**config.mk**
```make
export PLATFORM = sky130hd
export DESIGN_NAME = fsm_debug_ctrl_flat
export DESIGN_NICKNAME = d
export VERILOG_FILES = /design/src/rtl/fsm_debug_ctrl_if.sv /design/src/rtl/fsm_debug_ctrl.sv /design/src/flat_wrapper.sv
export SDC_FILE = /design/constraint.sdc
export NUM_CORES = 1
export LEC_CHECK = 0
export CORE_MARGIN = 4
export CORE_UTILIZATION = 60
export CTS_CLUSTER_SIZE = 24
export DETAILED_ROUTE_END_ITERATION = 10
export HOLD_SLACK_MARGIN = 0.1
export PLACE_DENSITY = 0.82
export SYNTH_ARGS = -nofsm -noshare
export SYNTH_HDL_FRONTEND = slang
export SYNTH_SLANG_ARGS = --single-unit
```
**constraint.sdc**
```tcl
create_clock -name clk -period 8.2 [get_ports clk]
set_input_delay 1.23 -clock clk [delete_from_list [all_inputs] [get_ports clk]]
set_output_delay 1.23 -clock clk [all_outputs]
set_load 0.005 [all_outputs]
```
**src/rtl/fsm_debug_ctrl_if.sv**
```systemverilog
// Host command channel of the FSM debug controller: request/accept handshake,
// command fields, and the abort line.
interface fsm_debug_ctrl_if #(
    parameter int STATE_W = 4,
    parameter int X_W     = 2,
    parameter int CNT_W   = 8
);
    logic               cmd_valid;
    logic               cmd_ready;
    logic [1:0]         cmd_op;
    logic [CNT_W-1:0]   cmd_count;
    logic [X_W-1:0]     cmd_x;
    logic [STATE_W-1:0] cmd_bp;
    logic               halt;

    modport master (
        output cmd_valid, cmd_op, cmd_count, cmd_x, cmd_bp, halt,
        input  cmd_ready
    );

    modport slave (
        input  cmd_valid, cmd_op, cmd_count, cmd_x, cmd_bp, halt,
        output cmd_ready
    );
endinterface

```
**src/rtl/fsm_debug_ctrl.sv**
```systemverilog
// Debug controller for a stepped FSM core: single step, N-step run and
// run-to-breakpoint, with a circular trace of {state, z} for every step taken.
module fsm_debug_ctrl #(
    parameter int STATE_W     = 4,
    parameter int Z_W         = 4,
    parameter int X_W         = 2,
    parameter int CNT_W       = 8,
    parameter int TRACE_DEPTH = 16
) (
    input  logic                          clk,
    input  logic                          reset,
    fsm_debug_ctrl_if.slave               host,
    input  logic [STATE_W-1:0]            dut_state,
    input  logic [Z_W-1:0]                dut_z,
    output logic                          dut_clk_enable,
    output logic [X_W-1:0]                dut_x,
    output logic                          busy,
    output logic                          done,
    output logic                          bp_hit,
    output logic                          timeout,
    output logic [CNT_W-1:0]              step_total,
    input  logic                          trace_rd_en,
    output logic [STATE_W+Z_W-1:0]        trace_rd_data,
    output logic [$clog2(TRACE_DEPTH):0]  trace_count,
    output logic                          trace_empty,
    output logic                          trace_ovf
);
    localparam int PW = $clog2(TRACE_DEPTH);
    localparam int EW = STATE_W + Z_W;
    localparam logic [PW:0]      FULL_CNT = (PW+1)'(TRACE_DEPTH);
    localparam logic [PW:0]      CNT_ONE  = (PW+1)'(1);
    localparam logic [PW-1:0]    PTR_ONE  = PW'(1);
    localparam logic [CNT_W-1:0] ONE      = CNT_W'(1);
    localparam logic [1:0] OP_STEP = 2'b00, OP_RUN_N = 2'b01, OP_RUN_BP = 2'b10;

    typedef enum logic [1:0] {IDLE, STEP, RUN, RUNBP} state_t;

    state_t             state;
    logic [CNT_W-1:0]   remaining;
    logic [STATE_W-1:0] bp_q;
    logic               taken;
    logic               accept;
    logic               bp_match;
    logic               step_en;

    logic [EW-1:0]      mem [TRACE_DEPTH];
    logic [PW-1:0]      wr_ptr, rd_ptr;
    logic               push, pop, full;

    assign host.cmd_ready = (state == IDLE);
    assign busy           = (state != IDLE);
    assign accept         = host.cmd_valid && host.cmd_ready;
    assign bp_match       = taken && (dut_state == bp_q);

    // The enable is decoded from state so halt, breakpoint and async reset act within the cycle.
    always_comb begin
        step_en = 1'b0;
        case (state)
            STEP:    step_en = !host.halt;
            RUN:     step_en = !host.halt;
            RUNBP:   step_en = !host.halt && !bp_match && (remaining != '0);
            default: step_en = 1'b0;
        endcase
    end
    assign dut_clk_enable = step_en;

    always_ff @(posedge clk or negedge reset) begin
        if (!reset) begin
            state   <= IDLE;
            dut_x   <= '0;
            taken   <= 1'b0;
            done    <= 1'b0;
            bp_hit  <= 1'b0;
            timeout <= 1'b0;
        end else begin
            done    <= 1'b0;
            bp_hit  <= 1'b0;
            timeout <= 1'b0;
            case (state)
                IDLE: if (accept) begin
                    dut_x <= host.cmd_x;
                    taken <= 1'b0;
                    case (host.cmd_op)
                        OP_STEP:   state <= STEP;
                        OP_RUN_N:  if (host.cmd_count == '0) done <= 1'b1;
                                   else state <= RUN;
                        OP_RUN_BP: if (host.cmd_count == '0) begin
                                       done    <= 1'b1;
                                       timeout <= 1'b1;
                                   end else state <= RUNBP;
                        default:   done <= 1'b1;
                    endcase
                end
                STEP: begin
                    state <= IDLE;
                    done  <= 1'b1;
                end
                RUN: if (host.halt || remaining == ONE) begin
                    state <= IDLE;
                    done  <= 1'b1;
                end
                RUNBP: begin
                    if (host.halt) begin
                        state <= IDLE;
                        done  <= 1'b1;
                    end else if (bp_match) begin
                        state  <= IDLE;
                        done   <= 1'b1;
                        bp_hit <= 1'b1;
                    end else if (remaining == '0) begin
                        state   <= IDLE;
                        done    <= 1'b1;
                        timeout <= 1'b1;
                    end else begin
                        taken <= 1'b1;
                    end
                end
                default: state <= IDLE;
            endcase
        end
    end

    // Command operands are only consulted while busy, so they carry no reset.
    always_ff @(posedge clk) begin
        if (accept) begin
            remaining <= host.cmd_count;
            bp_q      <= host.cmd_bp;
        end else if (step_en) begin
            remaining <= remaining - ONE;
        end
    end

    assign push        = step_en;
    assign full        = (trace_count == FULL_CNT);
    assign pop         = trace_rd_en && (trace_count != '0);
    assign trace_empty = (trace_count == '0);

    always_ff @(posedge clk) begin
        if (push) mem[wr_ptr] <= {dut_state, dut_z};
    end

    // When full, a push lands on the oldest slot, so the read pointer must advance with it.
    always_ff @(posedge clk or negedge reset) begin
        if (!reset) begin
            wr_ptr        <= '0;
            rd_ptr        <= '0;
            trace_count   <= '0;
            trace_ovf     <= 1'b0;
            trace_rd_data <= '0;
            step_total    <= '0;
        end else begin
            if (pop) trace_rd_data <= mem[rd_ptr];
            if (push) begin
                wr_ptr     <= wr_ptr + PTR_ONE;
                step_total <= step_total + ONE;
                if (full) trace_ovf <= 1'b1;
            end
            if (pop || (push && full)) rd_ptr <= rd_ptr + PTR_ONE;
            if (push && !pop && !full) trace_count <= trace_count + CNT_ONE;
            else if (pop && !push)     trace_count <= trace_count - CNT_ONE;
        end
    end
endmodule

```
**src/flat_wrapper.sv**
```systemverilog
// flat-port wrapper written by rule: the top's interface ports become plain ports
module fsm_debug_ctrl_flat 
#(
    parameter int STATE_W     = 4,
    parameter int Z_W         = 4,
    parameter int X_W         = 2,
    parameter int CNT_W       = 8,
    parameter int TRACE_DEPTH = 16
)
  (clk, reset, dut_state, dut_z, dut_clk_enable, dut_x, busy, done, bp_hit, timeout, step_total, trace_rd_en, trace_rd_data, trace_count, trace_empty, trace_ovf, host_cmd_valid, host_cmd_op, host_cmd_count, host_cmd_x, host_cmd_bp, host_halt, host_cmd_ready);
  fsm_debug_ctrl_if #(.STATE_W(STATE_W), .X_W(X_W), .CNT_W(CNT_W)) host_i ();
  input  logic clk;
  input  logic reset;
  input  logic [STATE_W-1:0] dut_state;
  input  logic [Z_W-1:0] dut_z;
  output logic dut_clk_enable;
  output logic [X_W-1:0] dut_x;
  output logic busy;
  output logic done;
  output logic bp_hit;
  output logic timeout;
  output logic [CNT_W-1:0] step_total;
  input  logic trace_rd_en;
  output logic [STATE_W+Z_W-1:0] trace_rd_data;
  output logic [$clog2(TRACE_DEPTH):0] trace_count;
  output logic trace_empty;
  output logic trace_ovf;
  input wire logic [$bits(host_i.cmd_valid)-1:0] host_cmd_valid;
  input wire logic [$bits(host_i.cmd_op)-1:0] host_cmd_op;
  input wire logic [$bits(host_i.cmd_count)-1:0] host_cmd_count;
  input wire logic [$bits(host_i.cmd_x)-1:0] host_cmd_x;
  input wire logic [$bits(host_i.cmd_bp)-1:0] host_cmd_bp;
  input wire logic [$bits(host_i.halt)-1:0] host_halt;
  output wire logic [$bits(host_i.cmd_ready)-1:0] host_cmd_ready;
  assign host_i.cmd_valid = host_cmd_valid;
  assign host_i.cmd_op = host_cmd_op;
  assign host_i.cmd_count = host_cmd_count;
  assign host_i.cmd_x = host_cmd_x;
  assign host_i.cmd_bp = host_cmd_bp;
  assign host_i.halt = host_halt;
  assign host_cmd_ready = host_i.cmd_ready;
  fsm_debug_ctrl #(.STATE_W(STATE_W), .Z_W(Z_W), .X_W(X_W), .CNT_W(CNT_W), .TRACE_DEPTH(TRACE_DEPTH)) u_core (.clk(clk), .reset(reset), .host(host_i), .dut_state(dut_state), .dut_z(dut_z), .dut_clk_enable(dut_clk_enable), .dut_x(dut_x), .busy(busy), .done(done), .bp_hit(bp_hit), .timeout(timeout), .step_total(step_total), .trace_rd_en(trace_rd_en), .trace_rd_data(trace_rd_data), .trace_count(trace_count), .trace_empty(trace_empty), .trace_ovf(trace_ovf));
endmodule
```
==> impl_metrics.env, run 1 <==
export IMPL_firstDrtPassIters=4
export IMPL_syn2layout_area_growth_pct=17.28
export IMPL_cts_sinks=178
export IMPL_power_w=0.002941
export IMPL_cts_resized=0
export IMPL_required_ps=6970
export IMPL_worstMarginPinSlew_ps=1072
export IMPL_vdd_drop_max_uv=157.2
export IMPL_synth_top_area_share_pct=55.57
export IMPL_cts_max_path_buffers=2
export IMPL_grt_pass1_wl_um=23620
export IMPL_initial_utilization_pct=62.20
export IMPL_rows=40
export IMPL_ctsHtreeMaxLevel=4
export IMPL_max_freq_mhz=210.8
export IMPL_hpwl_um=9851
export IMPL_finalWorstSetupSlack_ps=3456
export IMPL_hp_class="reg2reg"
export IMPL_pin_count=60
export IMPL_fin_skew_ps=14.98
export IMPL_synth_area_um2=7565
export IMPL_synth_avg_cell_area_um2=17.76
export IMPL_relSlewSlack_pct=28.28
export IMPL_pwr_share_clk_pct=26.4
export IMPL_antenna_found_initial=0
export IMPL_grt_usage_pct=22.43
export IMPL_initialDrtViolationCount=434
export IMPL_dieArea_um2=14470
export IMPL_crit_fanout=17
export IMPL_holdWs_ps=491.4
export IMPL_ys_flop_type="edfxtp_1"
export IMPL_clk_pin_slew_ps=70
export IMPL_fin_crit_ps=4744
export IMPL_place_congestion=0.8355
export IMPL_ys_warn_count=0
export IMPL_cts_inserted_buffers=17
export IMPL_p_leak_nw=3.130
export IMPL_wl_per_cell_um=22.38
export IMPL_finalHoldViolCount=0
export IMPL_async_flop_share_pct=21.35
export IMPL_synth_top_cell_by_area="edfxtp_1"
export IMPL_cp_end_kind="primary output"
export IMPL_vias=4046
export IMPL_finalSetupViolations=0
export IMPL_switching_share_pct=31.31
export IMPL_rsz0062_at_grt="no"
export IMPL_die_x_um=120.3
export IMPL_synth_seq_cells=178
export IMPL_path_class="in2out"
export IMPL_die_y_um=120.3
export IMPL_synth_edf_count=140
export IMPL_wirelength_um=15110
export IMPL_drive_gt1_share_pct=16.57
export IMPL_ys_top_cells_by_area="edfxtp_1 (56%), dfrtp_1 (13%), mux4_2 (8.3%), mux4_1 (4.2%), ha_1 (3.1%)"
export IMPL_seqPwrFrac_pct=44.3
export IMPL_switchingPower_w=0.0009207
export IMPL_layout_commonest_cell="edfxtp_1"
export IMPL_powerDensity_nw_per_um2=331.5
export IMPL_setup_tns_ps=0
export IMPL_synthCells=426
export IMPL_ant_nets=0
export IMPL_antenna_cells=0
export IMPL_io_buffers=59
export IMPL_yosysSeqAreaShare_pct=68.14
export IMPL_cts_hold_buf=0
export IMPL_cts_root_buf="clkbuf_16"
export IMPL_place_ws_ps=3336
export IMPL_drc=0
export IMPL_drv_cap=0
export IMPL_clkLatencyLatePin_ps=440
export IMPL_postCtsSetupBuffers=0
export IMPL_combPwrFrac_pct=29.4
export IMPL_fp_coreArea_um2=12160
export IMPL_p_int_w=0.002020
export IMPL_fin_nets=543
export IMPL_synth_nets=475
export IMPL_vias_per_cell=5.994
export IMPL_final_cell_mix="edfxtp_1 (140), clkdlybuf4s50_1 (58), dfrtp_1 (37), nor2_1 (33), mux4_2 (28)"
export IMPL_finalCritPeriodShare_pct=57.86
export IMPL_ys_types=50
export IMPL_grt_start_max_net_pins=39
export IMPL_run_status="finished, final reports clean"
export IMPL_cts_tree="yes"
export IMPL_grt_pass1_vias=4174
export IMPL_slew_violations=0
export IMPL_crit_arrival_ps=3510
export IMPL_gr_total_overflow=0
export IMPL_crit_path_start_kind="input pin"
[sequential cells by signal, summed over array words and instances, names as in the netlist, 2 cells and up]
register and flops:
u_core.trace_rd_data 8, u_core.trace_count 5, u_core.remaining 8, u_core.mem 128, u_core.bp_q 4, u_core.rd_ptr 4, u_core.dut_x 2, u_core.wr_ptr 4
u_core.state 2, u_core.step_total 8
[final timing paths]
kind / start / endpoint / slack, ps / cells after the start
setup / recovery: dut_state[3] / dut_clk_enable / 3460 / 5
hold / removal: u_core.trace_rd_data[2]$_DFFE_PN0P_ / u_core.trace_rd_data[2]$_DFFE_PN0P_ / 490 / 2
setup reg to reg: u_core.remaining[0]$_DFFE_PP_ / u_core.trace_count[3]$_DFFE_PN0P_ / 4720 / 12
hold reg to reg: u_core.trace_rd_data[2]$_DFFE_PN0P_ / u_core.trace_rd_data[2]$_DFFE_PN0P_ / 490 / 2
max in group asynchronous: reset / u_core.rd_ptr[0]$_DFFE_PN0P_ / 6680 / 1
min in group asynchronous: reset / u_core.trace_rd_data[0]$_DFFE_PN0P_ / 910 / 1
[synth_stat cells, types with 3 or more instances]
library cell,number
xor2_1,9
nand2_1,16
nand3_1,4
nor4_1,3
mux4_2,28
mux2_2,10
mux2_1,4
buf_2,3
edfxtp_1,140
a21oi_1,13
xnor2_1,17
mux4_1,12
buf_4,4
nand4_1,6
mux2i_1,3
nor2_1,33
nand2b_1,6
inv_1,12
nor3_1,6
o21ai_0,3
dfrtp_1,38
ha_1,19
[power by group through the flow]
stage	clock network, W	logic [W]	registers (W)
2_1_floorplan	0	0.000662	0.00122
3_3_place_gp	0	0.000831	0.00131
3_5_place_dp	0	0.000862	0.00132
4_1_cts	0.000785	0.000869	0.00130
5_1_grt	0.000826	0.000938	0.00133
6_report	0.000775	0.000864	0.00130
[final cells by class]
cell class	instances	area [um^2]
multi-input combinational	219	2253
inverter	13	48.80
sequential	178	5156
timing repair buffer	65	630.6
clock buffer	18	429.2
fill	743	3289
tap	168	210.2
clock inverter	14	143.9
[layer usage]
layer / routed length (um) / vias to the layer above / part of all wire, % / GRT usage (%)
li1: - / 1802 / - / -
met5: 0 / - / 0 / 0
met2: 7666 / 189 / 51 / 36.04
met4: 182 / 0 / 1.2 / 6.728
met1: 6108 / 2040 / 40 / 30.50
met3: 1151 / 15 / 7.6 / 6.221
[cell families after synthesis]
logic type               after synthesis  share of synthesized area (%)
XOR/XNOR                              26                          3.010
buffers and inverters                 29                          2.233
AO/OA/AOI/OAI                         31                          2.779
AND/OR/NAND/NOR                       85                          5.442
multiplexers                          57                          14.99
flip-flops                           178                          68.14
adder cells (fa/ha/maj)               20                          3.407
[metrics by stage]
step / util [%] / area [um^2] / std cells
final: 72.95 / 8872 / 675
after global placement: 68.24 / 8299 / 643
after global routing: 72.95 / 8872 / 675
after detailed placement: 68.24 / 8299 / 643
after CTS: 72.95 / 8872 / 675
after floorplan: - / 7565 / 426
[worst max-delay path, stage by stage]
cell,delay [ps]
clkdlybuf4s50_1,900
xnor2_1,170
and3b_1,240
a2111oi_4,380
clkdlybuf4s50_1,580
No activity file was read; power rests on OpenSTA's default activity.
==> run 2, diff against run 1 <==
Settings changed: CORE_UTILIZATION 60 to 58, PLACE_DENSITY 0.82 to 0.79.
Clock period 8.2 ns to 4.7 ns, I/O delays scaled along.
==> run 2 against run 1 <==
Sequential share of layout area is 0.44 points lower. Sequential cell count stayed put. Cell area is 0.76% higher. Critical path type unchanged. Hold slack worse by 98 ps. Routed wire length is 1.3% lower. Clock skew is 5.5 ps lower. Power is 79% higher. Core utilization is 2.4 points lower. Via count is 1.3% lower. Combinational power is 78% higher. Clock power is 88% higher. Global-route usage is 0.73 points lower. Largest power group unchanged.
==> impl_metrics.env, run 2 (same netlist as run 1, synthesis figures left out) <==
export IMPL_run_status="finished, final reports clean"
export IMPL_slew_violations=0
export IMPL_clk_pin_slew_ps=70
export IMPL_crit_fanout=20
export IMPL_hpwl_um=9727
export IMPL_cts_resized=0
export IMPL_pwr_share_clk_pct=27.7
export IMPL_crit_path_start_kind="input pin"
export IMPL_dieArea_um2=14930
export IMPL_ctsHtreeMaxLevel=4
export IMPL_initial_utilization_pct=59.70
export IMPL_finalSetupViolations=0
export IMPL_fp_coreArea_um2=12670
export IMPL_cts_root_buf="clkbuf_16"
export IMPL_grt_start_max_net_pins=39
export IMPL_drc=0
export IMPL_seq_area_um2=5156
export IMPL_grt_pass1_wl_um=23270
export IMPL_worstMarginPinSlew_ps=908.7
export IMPL_largest_reg_flops=128
export IMPL_cp_end_kind="primary output"
export IMPL_rsz0062_at_grt="no"
export IMPL_cts_hold_buf=0
export IMPL_fin_crit_ps=3945
export IMPL_cts_tree="yes"
export IMPL_drive_gt1_share_pct=17.09
export IMPL_grt_usage_pct=21.69
export IMPL_initialDrtViolationCount=316
export IMPL_ant_nets=0
export IMPL_multi_input_area_um2=2253
export IMPL_path_class="in2out"
export IMPL_fin_nets=545
export IMPL_vdd_drop_max_uv=316.1
export IMPL_final_util_pct=70.55
export IMPL_largest_register="u_core.mem"
export IMPL_powerDensity_nw_per_um2=587.7
export IMPL_final_cell_mix="edfxtp_1 (140), clkdlybuf4s50_1 (58), dfrtp_1 (37), nor2_1 (33), mux4_2 (28)"
export IMPL_finalCritPeriodShare_pct=83.93
export IMPL_setup_tns_ps=0
export IMPL_fin_skew_ps=9.456
export IMPL_vias=3993
export IMPL_fillers=810
export IMPL_die_y_um=122.2
export IMPL_switching_share_pct=30.66
export IMPL_wirelength_um=14920
export IMPL_max_freq_mhz=253.5
export IMPL_switchingPower_w=0.001611
export IMPL_clkLatencyLatePin_ps=430
export IMPL_grt_pass1_vias=4094
export IMPL_firstDrtPassIters=4
export IMPL_die_x_um=122.2
export IMPL_pin_count=60
export IMPL_syn2layout_area_growth_pct=18.18
export IMPL_p_leak_nw=3.162
export IMPL_finalHoldViolCount=0
export IMPL_rows=41
export IMPL_place_congestion=0.8040
export IMPL_combPwrFrac_pct=29.3
export IMPL_crit_arrival_ps=3240
export IMPL_cts_max_path_buffers=2
export IMPL_seqPwrFrac_pct=43.0
export IMPL_relSlewSlack_pct=39.42
export IMPL_antenna_found_initial=1
export IMPL_cts_sinks=178
export IMPL_postCtsSetupBuffers=0
export IMPL_layout_commonest_cell="edfxtp_1"
export IMPL_hp_class="in2async"
export IMPL_required_ps=3990
export IMPL_drv_cap=0
export IMPL_p_int_w=0.003643
export IMPL_wl_per_cell_um=21.91
export IMPL_gr_total_overflow=0
export IMPL_vias_per_cell=5.863
export IMPL_cts_inserted_buffers=17
export IMPL_io_buffers=59
export IMPL_antenna_cells=0
==> run 2: cell types whose count changed in the layout (fill, tap and decap cells not counted), sizes merged <==
cell,delta
clkinv,-3
buf,+2
bufinv,+2
clkbuf,-1
clkinvlp,+1
inv,+1
==> run 2: through the flow <==
stage | area (um^2) | hold WS, ps | cells | power, W | setup WS (ps)
2_1_floorplan | 7565 | 409.4 | 426 | 0.003286 | 1740
6_report | 8940 | 393.8 | 681 | 0.005254 | 755.5
3_5_place_dp | 8319 | 475.1 | 649 | 0.003821 | 635.1
3_3_place_gp | 8319 | 460.5 | 649 | 0.003751 | 806.0
5_1_grt | 8940 | 451.5 | 681 | 0.005523 | 597.6
4_1_cts | 8940 | 409.4 | 681 | 0.005298 | 741.9
==> run 2: metal layers <==
layer,vias to the layer above,GRT usage [%],share of wire [%]
li1,1806,-,-
met1,2038,29.58,41
met2,125,34.70,51
met3,22,4.596,5.4
met4,2,8.607,2.0
met5,-,0,0.12
==> run 2: area by class of cell <==
class                      instances  area share, %
clock inverter                    15          2.183
clock buffer                      17          4.759
sequential                       178          57.68
inverter                          13         0.5458
multi-input combinational        219          25.21
timing repair buffer              67          7.222
tap                              172          2.407
==> run 2: power by group through the flow <==
stage          Sequential, W  Combinational, W  Clock [W]
3_3_place_gp         0.00227           0.00148          0
2_1_floorplan        0.00213           0.00115          0
6_report             0.00226           0.00154    0.00146
4_1_cts              0.00227           0.00156    0.00148
3_5_place_dp         0.00229           0.00153          0
5_1_grt              0.00230           0.00168    0.00154
==> run 2: worst paths after layout <==
check / start / endpoint / slack (ps) / cells after the start
worst min register to register: u_core.step_total[7]$_DFFE_PN0P_ / u_core.step_total[7]$_DFFE_PN0P_ / 480 / 1
max in group asynchronous: reset / u_core.rd_ptr[0]$_DFFE_PN0P_ / 3710 / 1
worst min-delay path: reset / u_core.step_total[7]$_DFFE_PN0P_ / 390 / 1
min in group clk: u_core.step_total[7]$_DFFE_PN0P_ / u_core.step_total[7]$_DFFE_PN0P_ / 480 / 1
worst max register to register: u_core.remaining[1]$_DFFE_PP_ / u_core.trace_count[4]$_DFFE_PN0P_ / 1390 / 11
worst max-delay path: dut_state[3] / dut_clk_enable / 760 / 6
==> run 2: worst max-delay path, stage by stage <==
cell,delay (ps)
clkdlybuf4s50_1,890
xnor2_1,150
and3b_1,240
a2111oi_4,390
buf_4,310
clkdlybuf4s50_1,550
==> run 3, diff against run 2 <==
Clock period 4.7 ns to 3.7 ns, I/O delays scaled along.
==> run 3 against run 2 <==
Cell area is 1.2% higher. Clock power grew 23%. Sequential share of layout area fell by 0.70 points. Critical endpoint unchanged. Sequential cell count stayed put. Routed wire length is 2.6% higher. Sequential power rose by 26%. Die area unchanged. Non-clock buffer count rose by 17. Critical path depth unchanged. Hold slack got worse by 140 ps.
==> impl_metrics.env, run 3 (same netlist as run 1, synthesis figures left out) <==
export IMPL_run_status="finished, final reports clean"
export IMPL_fin_crit_ps=3360
export IMPL_cp_cell_sequence="inv_1, ha_1, and3b_1, a2111oi_4, buf_4, clkdlybuf4s50_1"
export IMPL_cp_end_kind="primary output"
export IMPL_grt_pass1_vias=4195
export IMPL_antenna_found_initial=0
export IMPL_fin_skew_ps=6.513
export IMPL_die_y_um=122.2
export IMPL_gr_total_overflow=0
export IMPL_relSlewSlack_pct=41.51
export IMPL_wirelength_um=15300
export IMPL_layout_commonest_cell="edfxtp_1"
export IMPL_powerDensity_nw_per_um2=735.8
export IMPL_final_util_pct=71.42
export IMPL_cts_max_path_buffers=2
export IMPL_topRoutingLayerUsed="met4"
export IMPL_clkLatencyLatePin_ps=430
export IMPL_timing_rr_end="u_core.trace_count[4]$_DFFE_PN0P_"
export IMPL_pin_count=60
export IMPL_cp_slowest_cell="clkdlybuf4s50_1"
export IMPL_vias=4161
export IMPL_cts_sinks=178
export IMPL_crit_fanout=20
export IMPL_final_cell_mix="edfxtp_1 (140), clkdlybuf4s50_1 (58), dfrtp_1 (37), nor2_1 (33), mux4_2 (28)"
export IMPL_hp_class="in2async"
export IMPL_wl_met1_um=6484
export IMPL_wl_per_cell_um=21.92
export IMPL_place_ws_ps=138.9
export IMPL_postCtsSetupBuffers=0
export IMPL_largest_reg_flops=128
export IMPL_wl_met2_um=7564
export IMPL_rsz0062_at_grt="no"
export IMPL_crit_arrival_ps=2810
export IMPL_fin_nets=562
export IMPL_drive_gt1_share_pct=19.58
export IMPL_drc=0
export IMPL_worstMarginPinSlew_ps=877.4
export IMPL_dieArea_um2=14930
export IMPL_grt_pass1_wl_um=24010
export IMPL_r2r_setup_slack_ps=450
export IMPL_finalHoldViolCount=0
export IMPL_setup_tns_ps=0
export IMPL_max_freq_mhz=297.6
export IMPL_finalWorstSetupSlack_ps=339.6
export IMPL_die_x_um=122.2
export IMPL_syn2layout_area_growth_pct=19.63
export IMPL_slew_violations=0
export IMPL_finalSetupViolations=0
export IMPL_hpwl_um=9918
export IMPL_finalCritPeriodShare_pct=90.82
export IMPL_cp_startpoint="u_core.state[0]$_DFFE_PN0P_"
export IMPL_reg2regPathDepth=11
export IMPL_r2r_start="u_core.remaining[0]$_DFFE_PP_"
export IMPL_p_leak_nw=3.237
export IMPL_cts_inserted_buffers=17
export IMPL_place_congestion=0.8775
export IMPL_rows=41
export IMPL_cts_tree="yes"
export IMPL_antenna_cells=0
export IMPL_firstDrtPassIters=5
export IMPL_grt_usage_pct=22.53
export IMPL_vias_per_cell=5.961
export IMPL_crit_path_start_kind="register"
export IMPL_path_class="reg2out"
export IMPL_initialDrtViolationCount=489
export IMPL_fp_coreArea_um2=12670
export IMPL_drv_cap=0
export IMPL_initial_utilization_pct=59.70
export IMPL_wl_met3_um=1038
export IMPL_ctsHtreeMaxLevel=4
export IMPL_cts_root_buf="clkbuf_16"
export IMPL_vdd_drop_max_uv=435.1
export IMPL_clk_pin_slew_ps=60
export IMPL_cts_resized=0
export IMPL_cts_hold_buf=0
export IMPL_endpoint="dut_clk_enable"
export IMPL_io_buffers=59
export IMPL_largest_register="u_core.mem"
export IMPL_required_ps=3140
export IMPL_critPathMaxStageDelay_ps=550
export IMPL_ant_nets=0
export IMPL_grt_start_max_net_pins=39
## run 3: cell types whose count changed in the layout (fill, tap and decap cells not counted), sizes merged
cell / previous run / this run
clkbuf: 17 / 18
buf: 9 / 26
clkinv: 4 / 3
clkinvlp: 2 / 3
inv: 20 / 19
## run 3: area by class of cell
class,count,area [um^2]
flip-flops and latches,178,5156
fillers,775,3621
multi-input cells,219,2253
repair buffers,84,773.2
clock buffers,18,429.2
well taps,172,215.2
clock inverters,14,173.9
inverters,13,48.80
## run 3: layer usage
metal | vias up | GRT usage, %
met5 | - | 0
li1 | 1837 | -
met4 | 0 | 7.418
met1 | 2138 | 32.06
met2 | 169 | 34.80
met3 | 17 | 5.525
## run 3: per-stage QoR
stage,hold WS [ps],total power [W],area [um^2],instances
global route,295.3,0.007014,9050,698
finish,250.2,0.006659,9050,698
CTS,256.3,0.006711,9050,698
floorplan,259.4,0.004175,7565,426
global placement,462.3,0.004788,8447,666
detailed placement,465.8,0.004885,8447,666
## run 3: worst min-delay path by stage
stage / depth (start not counted) / from / to / slack [ps]
2_1_floorplan: 0 / reset / u_core.bp_hit$_DFF_PN0_ / 260
3_3_place_gp: 1 / u_core.step_total[7]$_DFFE_PN0P_ / u_core.step_total[7]$_DFFE_PN0P_ / 460
3_5_place_dp: 1 / u_core.step_total[7]$_DFFE_PN0P_ / u_core.step_total[7]$_DFFE_PN0P_ / 470
4_1_cts: 1 / reset / u_core.done$_DFF_PN0_ / 260
5_1_grt: 1 / reset / u_core.wr_ptr[2]$_DFFE_PN0P_ / 300
6_report: 1 / reset / u_core.done$_DFF_PN0_ / 250
## run 3: critical path, delay by kind of cell (launching register included)
kind	cells	cell delay [ps]
AOI/OAI and AO/OA	1	390
adders and majority gates	1	390
buffers and inverters	3	980
DFF	1	390
and+or+nand+nor	1	230
## run 3: where the power goes
part	switching [W]	internal, W
clock	0.000778	0.00102
combinational	0.000900	0.00112
sequential	0.000347	0.00249
==> RTL edit: new RTL, config.mk and constraints of run 1 <==
The 4 states of `state_t` get a one-hot encoding in 4 bits.
--- a/src/rtl/fsm_debug_ctrl.sv
+++ b/src/rtl/fsm_debug_ctrl.sv
@@ -35,3 +35,3 @@
 
-    typedef enum logic [1:0] {IDLE, STEP, RUN, RUNBP} state_t;
+    typedef enum logic [3:0] {IDLE = 4'b0001, STEP = 4'b0010, RUN = 4'b0100, RUNBP = 4'b1000} state_t;
 
Formal check against the unedited RTL: same outputs for any inputs over 4 cycles, from zero or initial values and one cycle with reset low; so few cycles prove little.
==> RTL edit against run 1 <==
Sequential share of layout area is 0.055 points lower. Largest cell class unchanged. Sequential cell count up 2. Worst hold slack worse by 0.026 ns. Final area increased by 1.1%. Critical endpoint unchanged. Sequential power shrank 5%. Combinational power shrank 10%. Highest routed layer unchanged. Routed wire length increased by 6.7%. Total power is 3.2% lower. Synthesized area increased by 0.89%. Register-to-register slack worse by 0.10 ns. Largest power group unchanged. First-iteration DRC count is 21% higher. Worst setup slack worse by 0.29 ns.
==> RTL edit: results (changes against run 1) <==
[metrics] Total Wirelength: 16.1 mm (was 15.1 mm)
[metrics] global-route total usage across every layer: 24.1% (was 22.4%)
[metrics] sequential element share of the synthesized area: 68.2% (was 68.1%)
[metrics] DR iter-0 viols: 523 (was 434)
[metrics] Post-Route M1 WL: 6.21 mm (was 6.11 mm)
[metrics] met3 WL post-DR: 1.18 mm (was 1.15 mm)
[metrics] fraction of the mapped netlist area in compound gates: 3.05% (was 2.78%)
[metrics] status: finished, final reports clean (unchanged)
[metrics] number of global-route vias before repair: 4,558 (was 4,174)
[metrics] static leakage: 3.15 nW (was 3.13 nW)
[metrics] Detailed Routing Iterations Pass 1: 5 (was 4)
[metrics] GR Util met3: 5.43% (was 6.22%)
[metrics] number of cells on the worst hold path: 1 (was 2)
[metrics] met1 GRT Util: 31.7% (was 30.5%)
[metrics] Synthesized Nets: 501 (was 475)
[metrics] wire length on met2: 8.39 mm (was 7.67 mm)
[metrics] pre-CTS setup slack: 3.25 ns (was 3.34 ns)
[metrics] RePlAce Congestion: 0.857 (was 0.836)
[metrics] parity-gate share of the synthesized area counting xor and xnor cells: 3.10% (was 3.01%)
[metrics] proportion of synthesized flip-flops having asynchronous set or reset: 22.2% (was 21.3%)
[metrics] number of standard cells in the layout, taps in and fillers out: 698 (was 675)
[metrics] CP max stage delay: 0.79 ns (was 0.90 ns)
[metrics] wire length of the first global-routing pass: 25.5 mm (was 23.6 mm)
[metrics] multiplexer share of the synthesized area: 13.7% (was 15.0%)
[metrics] relative contribution of sequential cells to total power: 43.5% (was 44.3%)
[metrics] Slew @ Worst Pin: 1.13 ns (was 1.07 ns)
[metrics] power density over cell area: 317 mW/mm^2 (was 331 mW/mm^2)
[metrics] peak supply drop: 0.159 mV (was 0.157 mV)
RTL edit: final cells by class:
type / count / area, sq um / share of cell area (%)
clock buffers: 18 / 429 / 4.78
clock inverters: 14 / 176 / 1.97
inverters: 12 / 45.0 / 0.502
multi-input cells: 244 / 2290 / 25.6
flip-flops and latches: 180 / 5210 / 58.1
well taps: 168 / 210 / 2.34
repair buffers: 62 / 608 / 6.78
RTL edit: path summary, 6_finish.rpt:
path                                      from                       to  slack (ns)
setup / recovery                  dut_state[2]           dut_clk_enable        3.17
hold / removal                u_core.trace_ovf         u_core.trace_ovf        0.47
setup reg to reg           u_core.remaining[0]    u_core.trace_count[4]        4.62
hold reg to reg               u_core.trace_ovf         u_core.trace_ovf        0.47
max in group asynchronous                reset         u_core.rd_ptr[0]        6.65
min in group asynchronous                reset  u_core.trace_rd_data[1]        0.93
